[config.mk]
export PLATFORM = sky130hd
export DESIGN_NAME = t03_dpu_update_sequencer
export DESIGN_NICKNAME = d
export VERILOG_FILES = /design/src/rtl/t03_dpu_pkg.sv /design/src/rtl/t03_dpu_stage_regs.sv /design/src/rtl/t03_dpu_update_sequencer.sv
export SDC_FILE = /design/constraint.sdc
export NUM_CORES = 1
export LEC_CHECK = 0
export BUFFER_PORTS_ARGS = -buffer_cell sky130_fd_sc_hd__buf_2
export CAP_MARGIN = 25
export CORE_MARGIN = 2
export CORE_UTILIZATION = 49
export DETAILED_ROUTE_END_ITERATION = 10
export GPL_TIMING_DRIVEN = 0
export PLACE_DENSITY_LB_ADDON = 0.1
export REMOVE_ABC_BUFFERS = 1
export SLEW_MARGIN = 20
export SYNTH_ARGS = -nofsm -noshare
export SYNTH_HDL_FRONTEND = slang
export SYNTH_HIERARCHICAL = 1
export SYNTH_SLANG_ARGS = --single-unit
[constraint.sdc]
create_clock -name clk -period 3 [get_ports clk]
set_input_delay 0.15 -clock clk [delete_from_list [all_inputs] [get_ports clk]]
set_output_delay 0.15 -clock clk [all_outputs]
set_load 0.005 [all_outputs]
[src/rtl/t03_dpu_pkg.sv]
// t03_dpu_pkg: shared DPU register addresses, update-sequencer states and status-word layout
package t03_dpu_pkg;

    localparam logic [31:0] STAT_ADDR = 32'hFF000003;
    localparam logic [31:0] POS_ADDR  = 32'hFF000004;
    localparam logic [31:0] IDLE_ADDR = 32'h00000000;

    typedef enum logic [1:0] {
        IDLE,
        SEND_STAT,
        SEND_POS,
        DONE
    } dpu_state_t;

    typedef struct packed {
        logic [1:0] game_state;
        logic [1:0] p1_state;
        logic [1:0] p2_state;
        logic [4:0] p1_health;
        logic [4:0] p2_health;
    } stat_word_t;

endpackage

[src/rtl/t03_dpu_stage_regs.sv]
// t03_dpu_stage_regs: CPU write decode into status/position staging registers with dirty tracking
module t03_dpu_stage_regs
    import t03_dpu_pkg::*;
#(
    parameter logic [31:0] STAT_A = STAT_ADDR,
    parameter logic [31:0] POS_A  = POS_ADDR
) (
    input  logic        clk,
    input  logic        rst,
    input  logic        cpu_wen_i,
    input  logic [31:0] cpu_addr_i,
    input  logic [31:0] cpu_data_i,
    input  logic        clr_i,
    output logic [31:0] stat_stage_o,
    output logic [31:0] pos_stage_o,
    output logic        stat_dirty_o,
    output logic        pos_dirty_o
);

    logic [31:0] stat_stage_q, stat_stage_d;
    logic [31:0] pos_stage_q, pos_stage_d;
    logic        stat_dirty_q, stat_dirty_d;
    logic        pos_dirty_q, pos_dirty_d;
    logic        stat_wr, pos_wr;

    // a write landing in the snapshot cycle keeps its dirty bit for the next frame
    always_comb begin
        stat_wr      = cpu_wen_i && (cpu_addr_i == STAT_A);
        pos_wr       = cpu_wen_i && (cpu_addr_i == POS_A);
        stat_stage_d = stat_wr ? cpu_data_i : stat_stage_q;
        pos_stage_d  = pos_wr ? cpu_data_i : pos_stage_q;
        stat_dirty_d = stat_wr || (stat_dirty_q && !clr_i);
        pos_dirty_d  = pos_wr || (pos_dirty_q && !clr_i);
    end

    always_ff @(posedge clk or posedge rst) begin
        if (rst) begin
            stat_stage_q <= '0;
            pos_stage_q  <= '0;
            stat_dirty_q <= 1'b0;
            pos_dirty_q  <= 1'b0;
        end else begin
            stat_stage_q <= stat_stage_d;
            pos_stage_q  <= pos_stage_d;
            stat_dirty_q <= stat_dirty_d;
            pos_dirty_q  <= pos_dirty_d;
        end
    end

    assign stat_stage_o = stat_stage_q;
    assign pos_stage_o  = pos_stage_q;
    assign stat_dirty_o = stat_dirty_q;
    assign pos_dirty_o  = pos_dirty_q;

endmodule

[src/rtl/t03_dpu_update_sequencer.sv]
// t03_dpu_update_sequencer: once-per-frame replay of changed status/position words to the DPU decoder
module t03_dpu_update_sequencer
    import t03_dpu_pkg::*;
#(
    parameter logic [31:0] STAT_A = STAT_ADDR,
    parameter logic [31:0] POS_A  = POS_ADDR,
    parameter logic [31:0] IDLE_A = IDLE_ADDR
) (
    input  logic        clk,
    input  logic        rst,
    input  logic        cpu_wen,
    input  logic [31:0] cpu_addr,
    input  logic [31:0] cpu_data,
    input  logic        frame_sync,
    input  logic        out_ready,
    output logic        out_valid,
    output logic [31:0] out_addr,
    output logic [31:0] out_data,
    output logic        busy,
    output logic        frame_done,
    output logic [7:0]  overrun_cnt
);

    dpu_state_t  state_q, state_d;
    logic [31:0] stat_stage, pos_stage;
    logic        stat_dirty, pos_dirty;
    logic        take;
    logic [31:0] snap_stat_q, snap_stat_d;
    logic [31:0] snap_pos_q, snap_pos_d;
    logic        snap_stat_en_q, snap_stat_en_d;
    logic        snap_pos_en_q, snap_pos_en_d;
    logic        out_valid_q, out_valid_d;
    logic [31:0] out_addr_q, out_addr_d;
    logic [31:0] out_data_q, out_data_d;
    logic        busy_q, busy_d;
    logic        frame_done_q, frame_done_d;
    logic [7:0]  overrun_q, overrun_d;

    t03_dpu_stage_regs #(
        .STAT_A (STAT_A),
        .POS_A  (POS_A)
    ) u_stage (
        .clk          (clk),
        .rst          (rst),
        .cpu_wen_i    (cpu_wen),
        .cpu_addr_i   (cpu_addr),
        .cpu_data_i   (cpu_data),
        .clr_i        (take),
        .stat_stage_o (stat_stage),
        .pos_stage_o  (pos_stage),
        .stat_dirty_o (stat_dirty),
        .pos_dirty_o  (pos_dirty)
    );

    // outputs are decoded from the next state so they register alongside it
    always_comb begin
        take           = (state_q == IDLE) && frame_sync && (stat_dirty || pos_dirty);
        snap_stat_d    = take ? stat_stage : snap_stat_q;
        snap_pos_d     = take ? pos_stage : snap_pos_q;
        snap_stat_en_d = take ? stat_dirty : snap_stat_en_q;
        snap_pos_en_d  = take ? pos_dirty : snap_pos_en_q;
        state_d        = state_q;
        case (state_q)
            IDLE:      if (take) state_d = snap_stat_en_d ? SEND_STAT : SEND_POS;
            SEND_STAT: if (out_valid_q && out_ready) state_d = snap_pos_en_q ? SEND_POS : DONE;
            SEND_POS:  if (out_valid_q && out_ready) state_d = DONE;
            default:   state_d = IDLE;
        endcase
        out_valid_d  = (state_d == SEND_STAT) || (state_d == SEND_POS);
        out_addr_d   = (state_d == SEND_STAT) ? STAT_A :
                       (state_d == SEND_POS)  ? POS_A  : IDLE_A;
        out_data_d   = (state_d == SEND_STAT) ? snap_stat_d :
                       (state_d == SEND_POS)  ? snap_pos_d  : 32'h0;
        busy_d       = state_d != IDLE;
        frame_done_d = state_d == DONE;
        overrun_d    = (frame_sync && state_q != IDLE && overrun_q != 8'hFF) ? overrun_q + 8'd1 : overrun_q;
    end

    always_ff @(posedge clk or posedge rst) begin
        if (rst) begin
            state_q        <= IDLE;
            snap_stat_q    <= '0;
            snap_pos_q     <= '0;
            snap_stat_en_q <= 1'b0;
            snap_pos_en_q  <= 1'b0;
            out_valid_q    <= 1'b0;
            out_addr_q     <= IDLE_A;
            out_data_q     <= '0;
            busy_q         <= 1'b0;
            frame_done_q   <= 1'b0;
            overrun_q      <= '0;
        end else begin
            state_q        <= state_d;
            snap_stat_q    <= snap_stat_d;
            snap_pos_q     <= snap_pos_d;
            snap_stat_en_q <= snap_stat_en_d;
            snap_pos_en_q  <= snap_pos_en_d;
            out_valid_q    <= out_valid_d;
            out_addr_q     <= out_addr_d;
            out_data_q     <= out_data_d;
            busy_q         <= busy_d;
            frame_done_q   <= frame_done_d;
            overrun_q      <= overrun_d;
        end
    end

    assign out_valid   = out_valid_q;
    assign out_addr    = out_addr_q;
    assign out_data    = out_data_q;
    assign busy        = busy_q;
    assign frame_done  = frame_done_q;
    assign overrun_cnt = overrun_q;

endmodule

==> impl_metrics.json <==
{
  "outcome": "complete, no violations",
  "cp_endpoint_kind": "flop",
  "worst-endpoint-required_ns": 3.31,
  "static-leakage-power_nw": 4.78,
  "antenna_cells": 0,
  "hold_ws_ns": 0.189,
  "netlist_instances": 453,
  "timing.final.max_slew_violations": 0,
  "yosys.area_share.simple_pct": 3.06,
  "design.die.area_mm2": 0.0154,
  "design.portCount": 144,
  "place.gp.congestion": 0.738,
  "worstSetupStartpointType": "flop",
  "worst_slew_pin_slew_ns": 0.755,
  "yosys-mux-area-fraction_pct": 21.5,
  "skew_ns": 0.00478,
  "cts_root_buf": "clkbuf_16",
  "grt_pass1_vias": 4392,
  "rows": 43,
  "synth_top_family_by_area": "multiplexers",
  "final_layout_size_suffix_gt1_share_pct": 42.8,
  "clk_transition_reported_paths_ns": 0.06,
  "grt_remaining_overflow": 0,
  "wire_per_inst_um": 16.9,
  "critical_path_fanouts_max": 23,
  "detail_route.wirelength_um": 13500,
  "syn-mean-instance-area_um2": 15.6,
  "timing.max_slew.rel_slack_pct": 49.4,
  "chipWidth_um": 124,
  "timing.final.crit_period_ns": 2.72,
  "final_cell_count_no_fill": 801,
  "yosys.area_share.adder_pct": 0.883,
  "dr.pass1.iters": 4,
  "global_route.usage.total_pct": 18.5,
  "vias": 4086,
  "tritoncts": "done",
  "antenna_found_initial": 0,
  "clkLatencyLatePin_ns": 0.42,
  "numCtsBuffers": 17,
  "nNetsFinal": 682,
  "arrival_ns": 3.03,
  "h-tree-depth": 4,
  "setup_violations": 0,
  "finalHoldViolCount": 0,
  "finalInstanceArea_mm2": 0.00885,
  "power-per-cell-area_mw_per_mm2": 663,
  "syn_area_mm2": 0.00708,
  "post-route-drc-count": 0,
  "place_inst": 736,
  "flow.area_growth_from_synthesis_pct": 25.0,
  "antenna_violating_nets_post_route": 0,
  "clock_net_sink_count": 178,
  "synth.lib_cells_used.distinct": 34,
  "post_cts.resized_instances": 0,
  "detailedPlace.worstSlack_ns": 0.271,
  "synth-compound-area-share_pct": 5.09,
  "worst_ir_drop_vdd_v": 0.000356,
  "setup_crit_path_kind": "reg -> reg",
  "synth-seq-area-share_pct": 62.9,
  "route.detailed.vias_per_inst": 5.10,
  "start_util_pct": 50.6,
  "clockBufferDepth": 2,
  "r2r_slack_ns": 0.28,
  "rsz0062_at_grt": "false",
  "pin_count_of_the_biggest_net_entering_global_routing": 68,
  "fp.coreArea_mm2": 0.0140,
  "yosys_register_bits": 178,
  "worstHoldPathType": "in -> reg",
  "placement.cell_area_mm2": 0.00787,
  "final_min_period_over_clock_period_pct": 90.7,
  "setup_ws_ns": 0.278,
  "detail_route.iter0.violations": 211,
  "power_mw": 5.87,
  "yosys_warnings": 6,
  "place.port_buffers": 122,
  "grt_first_pass_wirelength_um": 22600,
  "cap_violations": 0,
  "hpwl_after_dpl_um": 8880,
  "fmaxAchievable_ghz": 0.367,
  "die_height_um": 124,
  "synth_xor_xnor_area_share_pct": 0.866
}
[registers in the layout (all words and copies together), names as in the netlist]
signal and flops:
busy 1, frame_done 1, out_addr 3, out_data 32, overrun_cnt 8, snap_pos_en_q 1, snap_pos_q 32, snap_stat_q 32
state_q 2, u_stage/pos_dirty_o 1, u_stage/pos_stage_o 32, u_stage/stat_dirty_o 1, u_stage/stat_stage_o 32
[synth_stat cells]
cell / number / share of area [%]
dfrtp_1: 178 / 63
mux2_2: 77 / 12
mux2_1: 37 / 5.9
a22o_1: 32 / 4.0
buf_4: 30 / 3.2
mux2_4: 16 / 3.4
buf_6: 9 / 1.4
nand2_1: 9 / 0.48
clkbuf_1: 7 / 0.37
inv_1: 6 / 0.32
nand4_1: 6 / 0.53
ha_1: 5 / 0.88
xnor2_1: 5 / 0.62
buf_2: 4 / 0.28
nand3_1: 3 / 0.21
nor2_1: 3 / 0.16
nor4_1: 3 / 0.27
o21ai_0: 3 / 0.21
a21o_1: 2 / 0.21
and4_1: 2 / 0.25
nor4b_1: 2 / 0.25
xor2_1: 2 / 0.25
a41oi_2: 1 / 0.23
and3_1: 1 / 0.088
and4b_1: 1 / 0.14
buf_1: 1 / 0.053
conb_1: 1 / 0.053
nor2_4: 1 / 0.16
nor2b_1: 1 / 0.088
nor3_2: 1 / 0.14
nor4_4: 1 / 0.30
o211ai_4: 1 / 0.30
o21a_1: 1 / 0.11
o21ai_1: 1 / 0.071
[metrics by stage]
stage,TNS [ns],util [%]
after CTS,0,63.3
final,0,63.3
after global routing,0,63.3
after global placement,-325.28,54.4
after floorplan,-38.11,-
after detailed placement,0,56.3
[worst paths after layout]
check | start | end | depth (start not counted)
max reg2reg | u_stage/pos_dirty_o$_DFF_PP0_ | out_data[13]$_DFF_PP0_ | 7
min | cpu_addr[2] | u_stage/stat_stage_o[10]$_DFFE_PP0P_ | 3
max | u_stage/pos_dirty_o$_DFF_PP0_ | out_data[13]$_DFF_PP0_ | 7
min reg2reg | u_stage/stat_stage_o[0]$_DFFE_PP0P_ | u_stage/stat_stage_o[0]$_DFFE_PP0P_ | 1
max in group asynchronous | rst | snap_stat_q[28]$_DFF_PP0_ | 4
min in group asynchronous | rst | u_stage/pos_stage_o[5]$_DFFE_PP0P_ | 3
[cell usage in the layout, fill, tap and decap left out, types with 4 or more instances in the layout]
master	n
dfrtp_1	178
conb_1	21
dlygate4sd3_1	33
mux2_1	37
mux2_4	16
mux2_2	77
buf_16	4
ha_1	4
a22o_1	32
nand4_1	6
buf_2	122
inv_1	4
clkbuf_16	17
nand2_1	9
bufinv_16	5
clkinv_2	4
xnor2_1	5
[metal layers]
metal / wire (µm) / GRT usage [%]
met1: 6130 / 25.2
met2: 6580 / 29.0
met3: 628 / 4.91
met4: 193 / 6.48
met5: 0 / 0
[power by group]
part	switching, mW	total [mW]	leakage [nW]	internal, mW
Combinational	0.530	0.871	1.99	0.341
Clock	0.869	2.41	0.324	1.54
Sequential	0.106	2.59	2.47	2.48
Total	1.51	5.87	4.78	4.36
[layout make-up]
| type | count | area, µm² |
|---|---|---|
| clock buffer | 22 | 474 |
| clock inverter | 10 | 179 |
| fill | 1078 | 5130 |
| inverter | 6 | 30.0 |
| multi-input combinational | 238 | 2320 |
| sequential | 178 | 4450 |
| tap | 180 | 225 |
| timing repair buffer | 167 | 1170 |
[repair_timing]
| action | 4_1_cts | 5_1_grt |
|---|---|---|
| hold buffers | 33 | 0 |
| hold endpoints to repair | 136 | 0 |
| buffers inserted | 0 | 0 |
[kinds of logic after synthesis]
family | Yosys count
flops | 178
mux | 130
buf+inv | 57
compound gates | 41
simple gates | 34
xor+xnor | 7
fa+ha+maj | 5
other cells | 1
[critical path, cell delays in order, from the launching register on]
cell      delay (ns)
dfrtp_1         0.43
o211ai_4        0.65
o21ai_1         0.15
o21ai_0         0.29
ha_2            0.49
nor2b_4         0.17
buf_12          0.20
a22o_1          0.21
(Power assumes the default switching activity.)
